<file path="src/rtl/scramble_seq_pkg.sv">
// Shared definitions for the scrambled 4-bit sequence: ordinal table, state and
// sample-class encodings, and the ordinal successor helper.
package scramble_seq_pkg;

    localparam int         SEQ_LEN     = 14;
    localparam logic [3:0] IDX_ILLEGAL = 4'hF;

    typedef enum logic [1:0] {SEARCH, ACQUIRE, LOCKED, SLIP} chk_state_t;
    typedef enum logic [1:0] {HOLD, STEP, RESTART, BAD} sample_cls_t;

    // Entry [i] is the code emitted at ordinal i; ordinal 0 sits in the low nibble.
    localparam logic [SEQ_LEN-1:0][3:0] SEQ_TABLE = {
        4'd13, 4'd14, 4'd1, 4'd15, 4'd3, 4'd6, 4'd12,
        4'd5,  4'd2,  4'd9, 4'd4,  4'd11, 4'd7, 4'd8
    };

    // Ordinal that legally follows o; the last ordinal wraps back to 0.
    function automatic logic [3:0] next_ord(input logic [3:0] o);
        return (o == 4'(SEQ_LEN - 1)) ? 4'd0 : o + 4'd1;
    endfunction

endpackage

</file>
<file path="src/rtl/scramble_seq_decode.sv">
// Combinational code -> ordinal lookup. Codes absent from the sequence (0 and 10)
// decode to IDX_ILLEGAL with legal low.
module scramble_seq_decode
    import scramble_seq_pkg::*;
(
    input  logic [3:0] code,
    output logic [3:0] idx,
    output logic       legal
);

    // Linear search of the sequence table; each code appears at most once.
    always_comb begin
        idx   = IDX_ILLEGAL;
        legal = 1'b0;
        for (int i = 0; i < SEQ_LEN; i++) begin
            if (code == SEQ_TABLE[i]) begin
                idx   = 4'(i);
                legal = 1'b1;
            end
        end
    end

endmodule

</file>
<file path="config.mk">
export PLATFORM = sky130hd
export DESIGN_NAME = scramble_seq_decode
export DESIGN_NICKNAME = d
export VERILOG_FILES = /design/src/rtl/scramble_seq_pkg.sv /design/src/rtl/scramble_seq_decode.sv
export SDC_FILE = /design/constraint.sdc
export NUM_CORES = 1
export LEC_CHECK = 0
export ABC_AREA = 1
export ABC_CLOCK_PERIOD_IN_PS = 800
export BUFFER_PORTS_ARGS = -buffer_cell sky130_fd_sc_hd__buf_2
export CAP_MARGIN = 20
export CELL_PAD_IN_SITES_DETAIL_PLACEMENT = 1
export CELL_PAD_IN_SITES_GLOBAL_PLACEMENT = 2
export CORE_AREA = 2 2 39 41
export DETAILED_ROUTE_END_ITERATION = 8
export DIE_AREA = 0 0 41 43
export PLACE_DENSITY = 0.58
export REMOVE_ABC_BUFFERS = 1
export SLEW_MARGIN = 15
export SYNTH_ARGS = -nofsm -noshare
export SYNTH_HDL_FRONTEND = slang
export SYNTH_SLANG_ARGS = --single-unit
</file>
<file path="constraint.sdc">
create_clock -name vclk -period 0.8
set_clock_uncertainty 0.2 [all_clocks]
set_input_delay 0.08 -clock vclk [all_inputs]
set_output_delay 0.08 -clock vclk [all_outputs]
set_load 0.03 [all_outputs]
</file>
### Word-level counts from Yosys, hierarchy flattened

Cells that the tools add are included.

| cells by class | value |
|---|---|
| multiplexer cells | 28 |
| equal/unequal tests | 14 |

Operator list:

| kind | number |
|---|---|
| $mux W4 | 14 |
| $eq A4 B4 Y1 const B | 7 |
| $eq A4 B3 Y1 const B | 4 |
| $mux W1 | 14 |
| $eq A4 B2 Y1 const B | 2 |
| $eq A4 B1 Y1 const B | 1 |

| word-level totals | value |
|---|---|
| output and inout bits | 5 |
| register bits | 0 |
| logic and storage cells | 42 |
| input bits | 4 |

### Logic depth before layout (Yosys ltp)

| depth | value |
|---|---|
| depth in word-level cells | 15 |
| depth in mapped cells | 7 |
| gate-level depth less buffers | 7 |

### Worst setup path after synthesis

No wires, ideal clock.

| timing | value |
|---|---|
| path kind | input to output |
| from | input code[1] |
| to | output idx[2] |
| buffers on the path | 0 |
| required time | 0.520 ns |
| arrival time | 0.906 ns |
| cell stages on the path | 3 |
| setup slack | -0.386 ns |
| cell sequence | inv_1 nand2_1 o21ai_0 |

| on the way | value |
|---|---|
| word-level cells in the longest chain between the ends | 15 |
| elaborated cells on any way between the ends | 28 |
| classes of those cells | eq/ne (14); mux (14) |

Ends and longest elaborated chain:

| what | line | source |
|---|---|---|
| from (decl) | scramble_seq_decode.sv:6 | `input logic [3:0] code,` |
| $eq A4 B4 Y1 | scramble_seq_decode.sv:16 | `if (code == SEQ_TABLE[i]) begin` |
| $mux W4 (13 in series) | scramble_seq_decode.sv:16 |  |
| $mux W4 * | scramble_seq_decode.sv:16 |  |
| to (decl) | scramble_seq_decode.sv:7 | `output logic [3:0] idx,` |

Every way passes the cells marked *; elsewhere a longest branch is shown, timed or not.

### Worst setup path in the final report

| timing | value |
|---|---|
| from | input code[3] |
| to | output idx[2] |

The elaborated chain is that of the path after synthesis.

==> qor.yml <==
run_status: "finished, violations left"
violated_checks: "setup timing"
powerDensity_nw_per_um2: 687.2
power.internal_uw: 130.2
routed_wirelength_um: 609
core_region_area_um2: 1384
seq_power_share_pct: 0
timing.setup.critical_path_class: "in -> out"
grt_pass1_wl_um: 1097
grt_max_degree: 7
gr-usage-all-layers_pct: 8.492
initial_utilization_pct: 9.403
cp_data_arrival_time_ns: 0.67
timing.final.crit_period_ns: 0.9525
cp_data_required_time_ns: 0.52
die-area_um2: 1763
sequential_cell_total: 0
hold_viol_final: 0
drv_cap: 0
max_freq_mhz: 1050
synth_area_per_cell_um2: 4.198
timing.hold.worst.class: "in -> out"
antenna_found_initial: 0
comb_power_share_pct: 100.0
num_rows: 14
layout.area.seq_um2: 0
post-route-util_pct: 29.02
clock_power_share_pct: 0
n_clock_buffer: 0
timing_max_transition_violations_final: 0
cpPeakStageDelay_ns: 0.18
worst_slew_margin_rel_pct: 89.88
ioPinCount: 9
globalRouteOverflowTotal: 0
synth.top_cell.area_share_pct: 40.38
drt_pre_antenna_iters: 1
worst_path_max_delay_cell: "sky130_fd_sc_hd__buf_4"
report.final.setup_viol: 5
worst_path_dominant_cell_family: "buffers and inverters"
cp_num_cells: 7
tightestPinTransition_ns: 0.1513
area_growth_syn_to_layout_pct: 208.7
die_height_um: 43
yosys_warnings: 0
worstPathMaxFanout: 5
final-instance-count-excl-fill: 61
synthesis.instances: 31
total_power_uw: 276.0
critical_path.n_buffers_inverters: 3
vias_per_cell: 3.984
postCtsHoldBufs: 0
worst_ir_drop_vdd_mv: 0.2063
synthesis.area_um2: 130.1
grt_setup_unrepaired: "yes"
total_vias_in_the_final_route: 243
synthDominantAreaCellType: "sky130_fd_sc_hd__nand2_1"
final.setup.worst_slack_ns: -0.1525
gp_congestion: 0.6869
power_switching_uw: 145.8
detailedPlacementHpwl_um: 390.6
period_share_pct: 119.1
drt_first_iter_violations: 0
place_inst: 60
timing.hold.worst_path_depth: 5
vias_in_the_first_global_route: 231
proportion_of_layout_cells_with_a_drive_suffix_above_1_pct: 66.67
antenna_left: 0
worstPathCellList: "buf_12, inv_8, nand2_4, nand3_2, nand2_1, o21ai_1, buf_4"
antenna_diodes: 0
synth_top_cells_by_count: "sky130_fd_sc_hd__nand2_1 (14), sky130_fd_sc_hd__inv_1 (4), sky130_fd_sc_hd__nand3_1 (3), sky130_fd_sc_hd__nor2_1 (3), sky130_fd_sc_hd__inv_2 (2)"
drc_errors: 0
synth_sequential_area_ratio_pct: 0
hold_ws_ns: 0.3650
worst_setup_path_start_kind: "input port"
finalNetCount: 51
final.setup.tns_ns: -0.6567
leakage_uw: 0.0002054
switching_share_of_power_pct: 52.82
ys_top_cells_by_area: "sky130_fd_sc_hd__nand2_1 (40%), sky130_fd_sc_hd__nand3_1 (12%), sky130_fd_sc_hd__inv_1 (12%)"
sort_of_element_at_the_end_of_the_critical_path: "output pin"
avgRoutedWirePerCell_um: 9.984
synthDistinctLibCells: 10
count_leader_synth: "sky130_fd_sc_hd__nand2_1"
die-width_um: 41
port_buffers: 9
-- logic make-up (layout without fill, tap and decap cells) --
group                  after synthesis  after routing  synth area share, %
AO/OA/AOI/OAI                        3              3                12.50
buffers and inverters                6             20                17.31
AND/OR/NAND/NOR                     22             22                70.19
-- final timing paths --
path,from,end,slack [ns]
worst max-delay path,code[3],idx[2],-0.15
worst min-delay path,code[1],idx[1],0.36
-- stage by stage --
stage               setup slack [ns]  cell area, um^2
global route                 -0.2045            401.6
finish                       -0.1525            401.6
detailed placement           -0.2920            225.2
floorplan                    -0.3856            130.1
global placement             -0.2890            225.2
CTS                          -0.1536            379.1
-- cell usage in the layout (no fill, tap or decap) --
cell type / count
sky130_fd_sc_hd__a31oi_2: 1
sky130_fd_sc_hd__buf_12: 3
sky130_fd_sc_hd__buf_4: 6
sky130_fd_sc_hd__buf_6: 4
sky130_fd_sc_hd__buf_8: 1
sky130_fd_sc_hd__inv_1: 2
sky130_fd_sc_hd__inv_6: 2
sky130_fd_sc_hd__inv_8: 2
sky130_fd_sc_hd__nand2_1: 7
sky130_fd_sc_hd__nand2_2: 4
sky130_fd_sc_hd__nand2_4: 4
sky130_fd_sc_hd__nand3_1: 1
sky130_fd_sc_hd__nand3_2: 2
sky130_fd_sc_hd__nand4_1: 1
sky130_fd_sc_hd__nor2_1: 2
sky130_fd_sc_hd__nor2_4: 1
sky130_fd_sc_hd__o21ai_1: 2
-- worst min-delay path, cell delays in order --
cell                      delay [ns]
sky130_fd_sc_hd__buf_12         0.10
sky130_fd_sc_hd__inv_6          0.04
sky130_fd_sc_hd__nand2_4        0.05
sky130_fd_sc_hd__a31oi_2        0.08
sky130_fd_sc_hd__buf_6          0.13
-- area by class of cell --
type	count	area, um^2
Timing Repair Buffer	14	165.2
Inverter	6	47.55
Tap cell	16	20.02
Multi-Input combinational cell	25	168.9
Fill cell	175	982.2
-- per-layer routing --
| layer | routed length [um] | up-vias | GRT usage [%] |
|---|---|---|---|
| met5 | 0 | - | 0 |
| met4 | 0 | 0 | 0 |
| met3 | 18 | 0 | 0 |
| met2 | 335 | 4 | 13.44 |
| met1 | 256 | 111 | 13.29 |
| li1 | - | 128 | - |
-- repair_timing --
item | 4_1_cts | 5_1_grt
pin swaps | 4 | 3
endpoints found under the setup margin | 5 | 5
setup buffers | 0 | 1
gates resized for setup | 50 | 3
-- power by group through the flow --
stage | logic [uW] | registers (uW) | clock network [uW]
2_1_floorplan | 98.5 | 0 | 0
3_3_place_gp | 163 | 0 | 0
3_5_place_dp | 163 | 0 | 0
4_1_cts | 262 | 0 | 0
5_1_grt | 297 | 0 | 0
6_report | 276 | 0 | 0
Power figures use the tool's default switching activity.
